<file path="src/rtl/kbd_pkg.sv">
// Scan codes, held-bitmap layout and FSM encoding shared by the PS/2 key decoder.
package kbd_pkg;

    localparam logic [7:0] SC_W     = 8'h1D;
    localparam logic [7:0] SC_A     = 8'h1C;
    localparam logic [7:0] SC_S     = 8'h1B;
    localparam logic [7:0] SC_D     = 8'h23;
    localparam logic [7:0] SC_UP    = 8'h75;
    localparam logic [7:0] SC_LEFT  = 8'h6B;
    localparam logic [7:0] SC_DOWN  = 8'h72;
    localparam logic [7:0] SC_RIGHT = 8'h74;
    localparam logic [7:0] SC_SPACE = 8'h29;
    localparam logic [7:0] SC_ESC   = 8'h76;
    localparam logic [7:0] SC_E0    = 8'hE0;
    localparam logic [7:0] SC_F0    = 8'hF0;

    // Held bitmap: {Tom R,L,D,U, Jerry R,L,D,U}
    localparam logic [2:0] HB_J_UP    = 3'd0;
    localparam logic [2:0] HB_J_DOWN  = 3'd1;
    localparam logic [2:0] HB_J_LEFT  = 3'd2;
    localparam logic [2:0] HB_J_RIGHT = 3'd3;
    localparam logic [2:0] HB_T_UP    = 3'd4;
    localparam logic [2:0] HB_T_DOWN  = 3'd5;
    localparam logic [2:0] HB_T_LEFT  = 3'd6;
    localparam logic [2:0] HB_T_RIGHT = 3'd7;

    typedef enum logic [1:0] {
        ST_IDLE    = 2'd0,
        ST_EXT     = 2'd1,
        ST_BRK     = 2'd2,
        ST_EXT_BRK = 2'd3
    } kbd_state_t;

    typedef struct packed {
        logic       hit;
        logic [2:0] idx;
    } key_map_t;

    // Extended-ness must match: bare 75 is keypad 8, E0 1D is not W.
    function automatic key_map_t map_key(input logic [7:0] code, input logic ext);
        key_map_t m;
        m.hit = 1'b1;
        m.idx = HB_J_UP;
        if (!ext) begin
            case (code)
                SC_W:    m.idx = HB_J_UP;
                SC_S:    m.idx = HB_J_DOWN;
                SC_A:    m.idx = HB_J_LEFT;
                SC_D:    m.idx = HB_J_RIGHT;
                default: m.hit = 1'b0;
            endcase
        end else begin
            case (code)
                SC_UP:    m.idx = HB_T_UP;
                SC_DOWN:  m.idx = HB_T_DOWN;
                SC_LEFT:  m.idx = HB_T_LEFT;
                SC_RIGHT: m.idx = HB_T_RIGHT;
                default:  m.hit = 1'b0;
            endcase
        end
        return m;
    endfunction

endpackage

</file>
<file path="src/rtl/axis_arbiter.sv">
// Resolves two opposing keys on one axis to a one-hot {a,b} direction; most recent make wins.
// Registered output, one cycle after the held bits; no backpressure.
module axis_arbiter (
    input  logic       clk,
    input  logic       rst,
    input  logic       key_a,
    input  logic       key_b,
    input  logic       make_a,
    input  logic       make_b,
    output logic [1:0] dir
);

    logic       last;
    logic [1:0] dir_next;

    always_comb begin
        dir_next = 2'b00;
        case ({key_a, key_b})
            2'b10:   dir_next = 2'b10;
            2'b01:   dir_next = 2'b01;
            2'b11:   dir_next = last ? 2'b01 : 2'b10;
            default: dir_next = 2'b00;
        endcase
    end

    always_ff @(posedge clk) begin
        if (rst) begin
            last <= 1'b0;
            dir  <= 2'b00;
        end else begin
            if (make_b)
                last <= 1'b1;
            else if (make_a)
                last <= 1'b0;
            dir <= dir_next;
        end
    end

endmodule

</file>
<file path="src/rtl/key_input_ctrl.sv">
// PS/2 byte stream to player controls: held/events one cycle after key_valid, directions two.
// Accepts a byte every cycle; there is no backpressure.
module key_input_ctrl
    import kbd_pkg::*;
#(
    parameter int TIMEOUT_CYC = 1_000_000,
    parameter int CNT_W       = 20
) (
    input  logic        CLK50MHZ,
    input  logic        rst,
    input  logic [15:0] keycode,
    input  logic        key_valid,
    output logic [7:0]  held,
    output logic [3:0]  jerry_dir,
    output logic [3:0]  tom_dir,
    output logic        start_pulse,
    output logic        paused,
    output logic        seq_err
);

    kbd_state_t       state, state_next;
    logic [CNT_W-1:0] cnt;
    logic [7:0]       code;
    logic             is_ext, is_brk, terminal, expired;
    key_map_t         km;
    logic [7:0]       held_next;
    logic [7:0]       make_vec;
    logic             start_next, esc_make;

    logic unused_prev_byte;
    assign unused_prev_byte = ^keycode[15:8];

    assign code     = keycode[7:0];
    assign is_ext   = (state == ST_EXT) || (state == ST_EXT_BRK);
    assign is_brk   = (state == ST_BRK) || (state == ST_EXT_BRK);
    assign terminal = key_valid && (code != SC_E0) && (code != SC_F0);
    assign expired  = (state != ST_IDLE) && (cnt == CNT_W'(TIMEOUT_CYC - 1));
    assign km       = map_key(code, is_ext);

    always_comb begin
        state_next = state;
        if (key_valid) begin
            if (code == SC_F0) begin
                case (state)
                    ST_IDLE: state_next = ST_BRK;
                    ST_EXT:  state_next = ST_EXT_BRK;
                    default: state_next = state;
                endcase
            end else if (code == SC_E0) begin
                state_next = ST_EXT;
            end else begin
                state_next = ST_IDLE;
            end
        end else if (expired) begin
            state_next = ST_IDLE;
        end
    end

    // Repeats and breaks of unheld keys leave both held and arbitration history alone.
    always_comb begin
        held_next  = held;
        make_vec   = 8'h00;
        start_next = 1'b0;
        esc_make   = 1'b0;
        if (terminal) begin
            if (km.hit) begin
                if (is_brk) begin
                    held_next[km.idx] = 1'b0;
                end else if (!held[km.idx]) begin
                    held_next[km.idx] = 1'b1;
                    make_vec[km.idx]  = 1'b1;
                end
            end
            if (!is_ext && !is_brk) begin
                start_next = (code == SC_SPACE);
                esc_make   = (code == SC_ESC);
            end
        end
    end

    always_ff @(posedge CLK50MHZ) begin
        if (rst) begin
            state       <= ST_IDLE;
            cnt         <= '0;
            held        <= 8'h00;
            start_pulse <= 1'b0;
            paused      <= 1'b0;
            seq_err     <= 1'b0;
        end else begin
            state       <= state_next;
            held        <= held_next;
            start_pulse <= start_next;
            seq_err     <= expired && !key_valid;
            if (esc_make)
                paused <= !paused;
            if (key_valid || state == ST_IDLE || expired)
                cnt <= '0;
            else
                cnt <= cnt + 1'b1;
        end
    end

    axis_arbiter u_jerry_v (
        .clk(CLK50MHZ), .rst(rst),
        .key_a(held[HB_J_UP]), .key_b(held[HB_J_DOWN]),
        .make_a(make_vec[HB_J_UP]), .make_b(make_vec[HB_J_DOWN]),
        .dir(jerry_dir[3:2])
    );

    axis_arbiter u_jerry_h (
        .clk(CLK50MHZ), .rst(rst),
        .key_a(held[HB_J_LEFT]), .key_b(held[HB_J_RIGHT]),
        .make_a(make_vec[HB_J_LEFT]), .make_b(make_vec[HB_J_RIGHT]),
        .dir(jerry_dir[1:0])
    );

    axis_arbiter u_tom_v (
        .clk(CLK50MHZ), .rst(rst),
        .key_a(held[HB_T_UP]), .key_b(held[HB_T_DOWN]),
        .make_a(make_vec[HB_T_UP]), .make_b(make_vec[HB_T_DOWN]),
        .dir(tom_dir[3:2])
    );

    axis_arbiter u_tom_h (
        .clk(CLK50MHZ), .rst(rst),
        .key_a(held[HB_T_LEFT]), .key_b(held[HB_T_RIGHT]),
        .make_a(make_vec[HB_T_LEFT]), .make_b(make_vec[HB_T_RIGHT]),
        .dir(tom_dir[1:0])
    );

endmodule

</file>
<file path="config.mk">
export PLATFORM = sky130hd
export DESIGN_NAME = key_input_ctrl
export DESIGN_NICKNAME = d
export VERILOG_FILES = /design/src/rtl/kbd_pkg.sv /design/src/rtl/axis_arbiter.sv /design/src/rtl/key_input_ctrl.sv
export SDC_FILE = /design/constraint.sdc
export NUM_CORES = 1
export LEC_CHECK = 0
export CAP_MARGIN = 20
export CORE_MARGIN = 4
export CORE_UTILIZATION = 50
export CTS_CLUSTER_SIZE = 28
export DETAILED_ROUTE_END_ITERATION = 8
export DONT_BUFFER_PORTS = 1
export SETUP_SLACK_MARGIN = 0.4
export SYNTH_ARGS = -nofsm -noshare
export SYNTH_HDL_FRONTEND = slang
export SYNTH_SLANG_ARGS = --single-unit
</file>
<file path="constraint.sdc">
create_clock -name CLK50MHZ -period 6.5 [get_ports CLK50MHZ]
set_clock_uncertainty 0.1 [all_clocks]
set_input_delay 0.65 -clock CLK50MHZ [delete_from_list [all_inputs] [get_ports CLK50MHZ]]
set_output_delay 0.65 -clock CLK50MHZ [all_outputs]
set_load 0.05 [all_outputs]
</file>
==> results_dict.tcl <==
set metrics [dict create \
    antenna_found_initial 0 \
    detailroute.via_count 1797 \
    cpMaxStageDelayCell "or4b_1" \
    post_cts_hold_buffer_count 0 \
    clkSinkCount 45 \
    fillers 442 \
    critical_path.endpoint_type "flop" \
    result_of_the_run "finished clean" \
    pwr_density_cell_nw_per_um2 212 \
    crit_required_ps 6620 \
    ys_ff_latch 45 \
    path_max_fanout 10 \
    placement_rows 24 \
    crit_path_max_incr_delay_ps 660 \
    clk_transition_reported_paths_ps 90 \
    wire_length_of_the_first_global_routing_pass_microns 8140 \
    cts_tree "built" \
    start_kind "input port" \
    r2r_start "state[0]" \
    die_height_microns 76.5 \
    setup-violations-final 0 \
    worst_r2r_path_depth 6 \
    final_net_count 279 \
    max-vdd-ir-drop_uv 136 \
    rsz0062_at_grt "no" \
    initial_utilization_pct 52.8 \
    remaining_overflow_grt 0 \
    insertion_delay_ps 300 \
    area_growth_pct 2.93 \
    r2r_setup_slack_ps 3800 \
    synth_top_flop_cell "dfxtp_1" \
    die_width_microns 76.5 \
    leakagePower_nw 0.807 \
    crit_chain "nand3b_1, or4b_1, a22oi_2, mux2i_1, o22ai_4, or4_1, a221oi_2" \
    netlist_top_cells_area "dfxtp_1, nor2_1, xor2_1" \
    async_reset_ff_share_pct 0 \
    detail_route.drc_violations 0 \
    post_synth_inst_count 272 \
    detailedRoute.firstIterationViolations 86 \
    synth_top_cell_area_share_pct 38.4 \
    postSynthAreaPerCell_sq_um 8.63 \
    clock-root-buffer "clkbuf_8" \
    netlist_top_cells_count "dfxtp_1, nor2_1, nand2_1" \
    hold_start "rst" \
    yosysMostFrequentCell "dfxtp_1" \
    cp_data_arrival_time_ps 3160 \
    post_drt_via_cell_ratio 5.76 \
    antenna_cells 0 \
    grtUsageTotal_pct 16.8 \
    post_cts.resized_instances 0 \
    route.final.wire_length_microns 4730 \
    layout_cells_sized_above_1_pct 6.54 \
    dp_worst_setup_slack_ps 3170 \
    number_of_synthesized_flops_with_an_enable_pin 0 \
    syn-cell-area_sq_um 2350 \
    design.core.area_sq_um 4440 \
    hold_viol 0 \
    min_cycle_time_layout_ps 3040 \
    num_io_pins 38 \
    timing.final.max_slew_violations 0 \
    postCtsSetupBuffers 0 \
    worst_pin_slew_ps 690 \
    setup_slack_ps 3460 \
    synth_cell_types 54 \
    setup_tns_ps 0 \
    place_congestion 0.802 \
    port_buffers 0 \
    detailed_place_hpwl_microns 3280 \
    grt_pass1_vias 1697 \
    timing.hold.worst.class "input port to flop" \
    relSlewSlack_pct 53.5 \
    grt_start_max_net_pins 22 \
    timing.hold.worst_endpoint "state[0]" \
    synth_warnings 0 \
    max_cap_viol_count 0 \
    cts-htree-levels 2 \
    path_class "input port to flop" \
    achievable-frequency_mhz 329 \
    synthesis.nets 292 \
    share_of_the_yosys_chip_area_belonging_to_registers_pct 38.4 \
    dieArea_sq_um 5860 \
    synth_largest_area_cell "dfxtp_1" \
    min_path_cells 1 \
    tritoncts.num_buffers 5 \
    cts_max_path_buffers 2 \
    detailedRoute.firstPassIterationCount 5 \
    routedWlPerCell_microns 15.2 \
    ant_nets 0 \
    final.period_utilization_pct 46.8 \
]
-- cell families after synthesis --
kind of cell | share of synthesized area, %
AND/OR/NAND/NOR | 31.1
flip-flops | 38.4
AO/OA/AOI/OAI | 12.9
buffers and inverters | 6.23
XOR/XNOR | 7.46
multiplexers | 3.41
adder cells (fa/ha/maj) | 0.533
-- power breakdown --
group	total [mW]	internal (mW)	switching (mW)	leakage, nW
Combinational	0.0151	0.00633	0.00875	0.386
Sequential	0.278	0.276	0.00174	0.362
Clock	0.220	0.125	0.0950	0.0585
Total	0.513	0.407	0.106	0.807
-- cell type report --
class / instances / area (sq um) / share of cell area (%)
Inverter: 9 / 33.8 / 1.40
Multi-Input combinational cell: 198 / 1300 / 53.8
Tap cell: 52 / 65.1 / 2.69
Clock inverter: 1 / 30.0 / 1.24
Clock buffer: 7 / 86.3 / 3.57
Sequential cell: 45 / 901 / 37.3
-- worst max-delay path by stage --
stage | startpoint | end | slack [ps] | depth (start not counted)
global route | keycode[3] | flop | 3320 | 7
CTS | keycode[3] | flop | 3480 | 7
floorplan | keycode[2] | flop | 3410 | 9
finish | keycode[3] | flop | 3460 | 7
global placement | keycode[3] | flop | 3170 | 7
detailed placement | keycode[3] | flop | 3170 | 7
-- worst max-delay path: cells and delay by family --
kind / cells / cell delay [ps]
AO/OA/AOI/OAI: 3 / 790
multiplexers: 1 / 350
AND/OR/NAND/NOR: 3 / 1370
-- cell usage in the layout (no fill, tap or decap), types with 2 or more instances in the layout --
cell and n:
nand4_1 4, nor2_1 38, and4_1 2, or3_1 2, xnor2_1 5, a211oi_1 5, and3_1 8, mux2i_1 8
nor2b_1 2, and2_1 2, o21ai_0 2, a31o_1 2, dfxtp_1 45, inv_1 9, nand3b_1 3, o211a_1 3
nor4_1 8, o211ai_1 2, a21oi_1 8, nor3b_1 3, nand3_1 15, nor4b_1 2, or4b_1 2, xor2_1 15
o21a_1 4, nand2_1 21, nand2b_1 6, clkbuf_8 6, nor3_1 3, and4b_1 2
-- per-layer routing --
layer  share of wire [%]  up-vias  track usage [%]
met5                   0        -                0
met4                 1.1        0             5.80
met3                 3.3        7             3.78
met2                  48       31             27.2
met1                  48      828             21.8
li1                    -      931                -
-- stage by stage --
stage	hold slack (ps)	util, %	area, sq um	std cells	power, mW
2_1_floorplan	318	-	2350	272	0.299
3_3_place_gp	330	51.8	2300	304	0.299
3_5_place_dp	342	51.8	2300	304	0.299
4_1_cts	293	54.4	2420	312	0.521
5_1_grt	293	54.4	2420	312	0.533
6_report	307	54.4	2420	312	0.513
Note: power is estimated with default switching activity, not from simulation.
